==> src/rtl/cnn_pkg.sv <==
// Shared definitions for the CNN job scheduler.
// Holds the FSM state encoding, error-cause codes, default field widths and
// the bit offsets of each field inside the packed job-config word
// {is_conv3x3, width, height, start_up_delay, hsync_delay} (MSB first).
package cnn_pkg;

  localparam int unsigned W_SIZE_DEF  = 12;
  localparam int unsigned W_DELAY_DEF = 12;
  localparam int unsigned W_TMO_DEF   = 24;

  typedef enum logic [2:0] {
    ST_IDLE  = 3'd0,
    ST_LOAD  = 3'd1,
    ST_START = 3'd2,
    ST_RUN   = 3'd3,
    ST_DONE  = 3'd4,
    ST_ERR   = 3'd5
  } state_e;

  localparam logic [1:0] ERR_NONE      = 2'd0;
  localparam logic [1:0] ERR_ZERO_SIZE = 2'd1;
  localparam logic [1:0] ERR_TIMEOUT   = 2'd2;

  // LSB offsets of the cfg fields
  function automatic int unsigned cfg_off_hsync();
    return 0;
  endfunction

  function automatic int unsigned cfg_off_start_up(input int unsigned w_delay);
    return w_delay;
  endfunction

  function automatic int unsigned cfg_off_height(input int unsigned w_delay);
    return 2 * w_delay;
  endfunction

  function automatic int unsigned cfg_off_width(input int unsigned w_size,
                                                input int unsigned w_delay);
    return 2 * w_delay + w_size;
  endfunction

  function automatic int unsigned cfg_off_conv(input int unsigned w_size,
                                               input int unsigned w_delay);
    return 2 * w_delay + 2 * w_size;
  endfunction

  function automatic int unsigned cfg_width(input int unsigned w_size,
                                            input int unsigned w_delay);
    return 1 + 2 * w_size + 2 * w_delay;
  endfunction

endpackage

==> src/rtl/cnn_rr_arb2.sv <==
// Two-way round-robin arbiter.
// Ports: req_i   - pending requests, bit n = requester n
//        last_i  - index of the requester served most recently
//        gnt_c_o - combinational one-hot grant (zero when nothing pending)
module cnn_rr_arb2 (
  input  logic [1:0] req_i,
  input  logic       last_i,
  output logic [1:0] gnt_c_o
);

  // On contention favour the requester that was not served last
  always_comb begin
    gnt_c_o = 2'b00;
    if (req_i == 2'b11) begin
      gnt_c_o = last_i ? 2'b01 : 2'b10;
    end else begin
      gnt_c_o = req_i;
    end
  end

endmodule

==> src/rtl/cnn_job_sched.sv <==
// CNN job scheduler: arbitrates two requesters, latches the winner's job
// config for the convolution engine, starts the engine, watches for end of
// frame with an optional watchdog and reports completion / errors.
// Ports: clk, rst (async active-high)
//        i_req0/1, i_cfg0/1, o_gnt0/1, o_done0/1 - requester handshake
//        i_tmo_limit, i_err_clr, o_busy, o_err, o_err_code - control/status
//        q_* - latched job config and start pulse to the engine
//        i_ctrl_data_run, i_end_frame, i_pix_idx - engine progress
module cnn_job_sched
  import cnn_pkg::*;
#(
  parameter int unsigned W_SIZE       = W_SIZE_DEF,
  parameter int unsigned W_DELAY      = W_DELAY_DEF,
  parameter int unsigned W_FRAME_SIZE = 2 * W_SIZE + 1,
  parameter int unsigned W_TMO        = W_TMO_DEF,
  parameter int unsigned W_CFG        = 1 + 2 * W_SIZE + 2 * W_DELAY
) (
  input  logic                    clk,
  input  logic                    rst,
  input  logic                    i_req0,
  input  logic                    i_req1,
  input  logic [W_CFG-1:0]        i_cfg0,
  input  logic [W_CFG-1:0]        i_cfg1,
  output logic                    o_gnt0,
  output logic                    o_gnt1,
  output logic                    o_done0,
  output logic                    o_done1,
  input  logic [W_TMO-1:0]        i_tmo_limit,
  input  logic                    i_err_clr,
  output logic                    o_busy,
  output logic                    o_err,
  output logic [1:0]              o_err_code,
  output logic                    q_is_conv3x3,
  output logic [W_SIZE-1:0]       q_width,
  output logic [W_SIZE-1:0]       q_height,
  output logic [W_DELAY-1:0]      q_start_up_delay,
  output logic [W_DELAY-1:0]      q_hsync_delay,
  output logic [W_FRAME_SIZE-1:0] q_frame_size,
  output logic                    q_start,
  input  logic                    i_ctrl_data_run,
  input  logic                    i_end_frame,
  input  logic [3:0]              i_pix_idx
);

  localparam int unsigned OFF_HSYNC = cfg_off_hsync();
  localparam int unsigned OFF_SU    = cfg_off_start_up(W_DELAY);
  localparam int unsigned OFF_H     = cfg_off_height(W_DELAY);
  localparam int unsigned OFF_W     = cfg_off_width(W_SIZE, W_DELAY);
  localparam int unsigned OFF_CONV  = cfg_off_conv(W_SIZE, W_DELAY);
  localparam int unsigned W_AREA    = 2 * W_SIZE;

  state_e                  state_q;
  logic                    owner_q;
  logic                    last_q;
  logic [1:0]              gnt_q;
  logic [1:0]              done_q;
  logic                    busy_q;
  logic                    err_q;
  logic [1:0]              err_code_q;
  logic                    conv_q;
  logic [W_SIZE-1:0]       width_q;
  logic [W_SIZE-1:0]       height_q;
  logic [W_DELAY-1:0]      su_delay_q;
  logic [W_DELAY-1:0]      hs_delay_q;
  logic [W_FRAME_SIZE-1:0] frame_size_q;
  logic                    start_q;
  logic [W_TMO-1:0]        wdog_q;

  logic [1:0]              req_c;
  logic [1:0]              gnt_c;
  logic [W_CFG-1:0]        cfg_sel_c;
  logic                    frame_done_c;
  logic                    zero_size_c;
  logic [W_TMO-1:0]        wdog_inc_c;
  logic [W_AREA-1:0]       area_c;
  logic [1:0]              owner_done_c;

  assign req_c = {i_req1, i_req0};

  cnn_rr_arb2 u_arb (
    .req_i   (req_c),
    .last_i  (last_q),
    .gnt_c_o (gnt_c)
  );

  assign cfg_sel_c    = gnt_c[1] ? i_cfg1 : i_cfg0;
  // A 3x3 conv frame only ends once the last of its nine taps is processed
  assign frame_done_c = i_ctrl_data_run & i_end_frame &
                        (~conv_q | (i_pix_idx == 4'd8));
  assign zero_size_c  = (width_q == '0) || (height_q == '0);
  assign wdog_inc_c   = wdog_q + W_TMO'(1);
  assign area_c       = W_AREA'(width_q) * W_AREA'(height_q);
  assign owner_done_c = owner_q ? 2'b10 : 2'b01;

  // Scheduler FSM with registered outputs
  always_ff @(posedge clk or posedge rst) begin
    if (rst) begin
      state_q      <= ST_IDLE;
      owner_q      <= 1'b0;
      last_q       <= 1'b1;
      gnt_q        <= 2'b00;
      done_q       <= 2'b00;
      busy_q       <= 1'b0;
      err_q        <= 1'b0;
      err_code_q   <= ERR_NONE;
      conv_q       <= 1'b0;
      width_q      <= '0;
      height_q     <= '0;
      su_delay_q   <= '0;
      hs_delay_q   <= '0;
      frame_size_q <= '0;
      start_q      <= 1'b0;
      wdog_q       <= '0;
    end else begin
      gnt_q   <= 2'b00;
      done_q  <= 2'b00;
      start_q <= 1'b0;
      // Error clear is honoured in every state; ERR additionally exits below
      if (i_err_clr) begin
        err_q      <= 1'b0;
        err_code_q <= ERR_NONE;
      end
      case (state_q)
        ST_IDLE: begin
          if (|req_c) begin
            gnt_q      <= gnt_c;
            owner_q    <= gnt_c[1];
            last_q     <= gnt_c[1];
            conv_q     <= cfg_sel_c[OFF_CONV];
            width_q    <= cfg_sel_c[OFF_W +: W_SIZE];
            height_q   <= cfg_sel_c[OFF_H +: W_SIZE];
            su_delay_q <= cfg_sel_c[OFF_SU +: W_DELAY];
            hs_delay_q <= cfg_sel_c[OFF_HSYNC +: W_DELAY];
            busy_q     <= 1'b1;
            state_q    <= ST_LOAD;
          end
        end
        ST_LOAD: begin
          frame_size_q <= W_FRAME_SIZE'(area_c);
          if (zero_size_c) begin
            err_q      <= 1'b1;
            err_code_q <= ERR_ZERO_SIZE;
            done_q     <= owner_done_c;
            state_q    <= ST_DONE;
          end else begin
            start_q <= 1'b1;
            state_q <= ST_START;
          end
        end
        ST_START: begin
          wdog_q  <= '0;
          state_q <= ST_RUN;
        end
        ST_RUN: begin
          if (frame_done_c) begin
            done_q  <= owner_done_c;
            state_q <= ST_DONE;
          end else if ((i_tmo_limit != '0) && (wdog_inc_c == i_tmo_limit)) begin
            err_q      <= 1'b1;
            err_code_q <= ERR_TIMEOUT;
            done_q     <= owner_done_c;
            busy_q     <= 1'b0;
            state_q    <= ST_ERR;
          end else begin
            wdog_q <= wdog_inc_c;
          end
        end
        ST_DONE: begin
          busy_q  <= 1'b0;
          state_q <= ST_IDLE;
        end
        ST_ERR: begin
          if (i_err_clr) begin
            state_q <= ST_IDLE;
          end
        end
        default: begin
          busy_q  <= 1'b0;
          state_q <= ST_IDLE;
        end
      endcase
    end
  end

  assign o_gnt0           = gnt_q[0];
  assign o_gnt1           = gnt_q[1];
  assign o_done0          = done_q[0];
  assign o_done1          = done_q[1];
  assign o_busy           = busy_q;
  assign o_err            = err_q;
  assign o_err_code       = err_code_q;
  assign q_is_conv3x3     = conv_q;
  assign q_width          = width_q;
  assign q_height         = height_q;
  assign q_start_up_delay = su_delay_q;
  assign q_hsync_delay    = hs_delay_q;
  assign q_frame_size     = frame_size_q;
  assign q_start          = start_q;

endmodule
==> config.mk <==
export PLATFORM = sky130hd
export DESIGN_NAME = cnn_job_sched
export DESIGN_NICKNAME = d
export VERILOG_FILES = /design/src/rtl/cnn_pkg.sv /design/src/rtl/cnn_rr_arb2.sv /design/src/rtl/cnn_job_sched.sv
export SDC_FILE = /design/constraint.sdc
export NUM_CORES = 1
export LEC_CHECK = 0
export CORE_UTILIZATION = 45
export DETAILED_ROUTE_END_ITERATION = 12
export PLACE_DENSITY = 0.8
export SETUP_SLACK_MARGIN = 0.4
export SLEW_MARGIN = 20
export SYNTH_ARGS = -nofsm -noshare
export SYNTH_HDL_FRONTEND = slang
export SYNTH_SLANG_ARGS = --single-unit
==> constraint.sdc <==
create_clock -name clk -period 5.8 [get_ports clk]
set_input_delay 0.87 -clock clk [delete_from_list [all_inputs] [get_ports clk]]
set_output_delay 0.87 -clock clk [all_outputs]
set_load 0.005 [all_outputs]
==> metrics.md <==
| Metric | Value |
|---|---|
| Status | `finished, final reports clean` |
| Largest net degree at the start of global routing | `79` |
| Most frequent cells in the layout | `clkdlybuf4s50_1 (214), nand2_1 (194), inv_1 (142)` |
| Synth Warn # | `0` |
| CTS max path bufs | `2` |
| Final Hold Viols | `0` |
| Distinct cell type count after synthesis | `75` |
| Clock sinks | `between 100 and 150` |
| CTS root buffer | `clkbuf_16` |
| H-tree Lvls | `3` |
| RD Place Congestion | `0.903` |
| Busiest grt layer | `met2` |
| Syn Std Cell Area | `10,700 µm²` |
| WP data required | `6.03 ns` |
| Met1 Use GR | `32.9%` |
| Worst setup EP type | `flip-flop` |
| Met3 Usage GRT | `between 4 and 5%` |
| Placed cell area | `13,000 µm²` |
| Core Box Area | `22,900 µm²` |
| Setup_tns | `0 ns` |
| Seq cells post-synth | `between 100 and 150` |
| Layout area overhead | `26.4%` |
| Drt drc | `0` |
| Tightest Pin Transition | `0.913 ns` |
| Die width | `roughly 160 µm` |
| Register area share after synthesis | `around a quarter` |
| Max transition margin | `39.1%` |
| Worst-skew pair later-pin latency | `0.38 ns` |
| Post-synth EDFFs | `0` |
| Number of CTS-inserted buffers | `9` |
| Layout cells sized above 1 | `between 7 and 8%` |
| Clock transition at the registers of the reported paths | `0.09 ns` |
| Crit-path cells | `buf_4, nand2_1, fa_1, fa_1, fa_1, inv_1, fa_1, inv_1, fa_1, inv_1, ha_1, and3_1, a31oi_2, o21ai_2, a21oi_2, nor4b_2, o41a_1, xnor2_1, o21ai_0` |
| Nets | `1,677` |
| Vias | `9,082` |
| Fmax | `191 MHz` |
| Tcrit/Tclk final | `between 90 and 100%` |
| Mapped Nets | `1,492` |
| Final HPWL DP | `22,300 µm` |
| Mean post-synth cell area | `8.92 µm²` |
| ANT cells | `0` |
| GRT Overall Usage | `24.2%` |
| Post-DRT Antenna Nets | `0` |
| Crit-path max cell delay | `0.55 ns` |
| DRT iter0 DRCs | `472` |
| Crit Path Max Fanout | `9` |
| # rows | `55` |
| Worst setup path class | `reg2reg` |
| Synth Flop Type | `dfrtp_1` |
| Fin area | `13,500 µm²` |
| Initial core utilization | `46.6%` |
| Critical path launch point type | `flip-flop` |
| Mapped Cells | `roughly 1,200` |
| Final min period | `5.23 ns` |
| CP Data Arrival Time | `~5.5 ns` |
| Grt met2 use | `38.9%` |
| Critical Path Most Common Cell | `fa_1` |
| First-pass GRT wire length | `roughly 46,000 µm` |
| CTS tree | `built` |
| Commonest non-fill, non-tap cell in the layout | `clkdlybuf4s50_1` |
| 1st-pass router iterations | `5` |
| Fraction of registers with async set/reset | `100%` |
| Congestion Overflow GR | `0` |
| Max Slew Vio Count | `0` |
| Hold WC Path Type | `reg2reg` |
| Slowest cell on crit path | `fa_1` |
| # port buffers | `approximately 210` |
| Number of global-route vias before repair | `9,051` |
| Max_cap viols | `0` |
| Drt via density | `5.35` |
| Die Area | `24,300 µm²` |
| Die H | `156 µm` |
| Count of final setup violators | `0` |
| Post-Route Skew | `between 0.015 and 0.02 ns` |
| Wire per inst | `16.7 µm` |
| WL final | `28,500 µm` |
| Initial antenna violation count | `0` |
| RSZ-0062 raised after global routing | `no` |
| I/O pin count | `~220` |
## synthesized netlist by cell type, drive strengths merged, types with 2 or more instances
cell | count | area [µm²]
a21o | 18 | 136
a31oi | 3 | 18.8
a41oi | 2 | 17.5
o31ai | 9 | 67.6
o21ai | 109 | 546
ha | 63 | 788
nand3 | 18 | 100
and3 | 6 | 40.0
a21boi | 3 | 22.5
nor4 | 23 | 156
nor2b | 3 | 18.8
a31o | 4 | 35.0
or2 | 4 | 25.0
fa | 100 | 2000
buf | 24 | 169
xnor2 | 28 | 253
nand2b | 3 | 18.8
clkbuf | 48 | 214
inv | 143 | 537
o22ai | 2 | 12.5
mux2 | 7 | 78.8
and4 | 3 | 27.5
nor4b | 3 | 26.3
nand4 | 12 | 81.3
dfrtp | 110 | 2750
xor2 | 20 | 175
a211oi | 4 | 30.0
nand2 | 195 | 734
or3 | 6 | 38.8
and2 | 57 | 357
o21bai | 2 | 15.0
nor2 | 36 | 138
mux2i | 51 | 510
o211ai | 3 | 22.5
nor3 | 23 | 138
o41ai | 2 | 17.5
nor3b | 4 | 30.0
a21oi | 27 | 146
## logic make-up after synthesis
family                   synth area share (%)
AND/OR/NAND/NOR                          18.6
buffers and inverters                    8.62
AO/OA/AOI/OAI                            11.1
adder cells (fa/ha/maj)                  26.1
flip-flops                               26.0
multiplexers                             5.52
XOR/XNOR                                 4.01
other                                  0.0351
## repair_timing
| item | 4_1_cts | 5_1_grt |
|---|---|---|
| setup buffers | 0 | 5 |
| hold buffers | 0 | 0 |
| pin swaps | 1 | 5 |
| endpoints found under the setup margin | 3 | 7 |
| resized for setup | 3 | 24 |
## registers in the layout (all words and copies together) (netlist names)
signal,count
q_hsync_delay,12
o_err,1
q_width,12
owner_q,1
last_q,1
o_busy,1
q_start,1
state_q,3
wdog_q,24
q_frame_size,24
q_start_up_delay,12
q_is_conv3x3,1
done_q,2
o_err_code,2
q_height,12
gnt_q,2
## path summary, 6_finish.rpt
path | startpoint | slack [ns] | cells past startpoint | endpoint
max | q_height[4] | 0.57 | 19 | q_frame_size[23]
min | owner_q | 0.47 | 1 | done_q[0]
max reg2reg | q_height[4] | 0.57 | 19 | q_frame_size[23]
min reg2reg | owner_q | 0.47 | 1 | done_q[0]
max in group asynchronous | rst | 3.69 | 3 | q_width[6]
min in group asynchronous | rst | 1.01 | 2 | owner_q
## critical path: cells and delay by family (launching register included)
family          cells  cell delay (ns)
compound gates      5             1.02
xor+xnor            1             0.15
fa+ha+maj           6             2.75
buf+inv             4             0.33
flops               1             0.47
simple gates        3             0.35
## per-layer routing
metal / vias to the layer above / part of all wire, %
met5: - / 0
met4: 0 / 2.7
met3: 52 / 6.9
met2: 355 / 47
met1: 4381 / 44
li1: 4294 / -
## cell type report
cell class / instances / area [µm²]
Inverter: 143 / 539
Tap cell: 313 / 392
Clock buffer: 9 / 225
Sequential cell: 111 / 2790
Timing Repair Buffer: 246 / 2390
Fill cell: 2012 / 9420
Clock inverter: 7 / 91.3
Multi-Input combinational cell: 870 / 7070
## through the flow
step	worst slack (ns)	hold WS, ns	util, %	instances
final	0.575	0.468	58.9	1699
after global routing	0.389	0.497	58.9	1699
after CTS	0.387	0.470	58.4	1694
after detailed placement	0.342	0.455	56.9	1678
after global placement	0.420	0.442	56.9	1678
after floorplan	0.564	0.424	-	1196
Power is left out: the tool's default activity adds up to more than one toggle a clock period on the data nets, which glitch-free logic cannot reach.
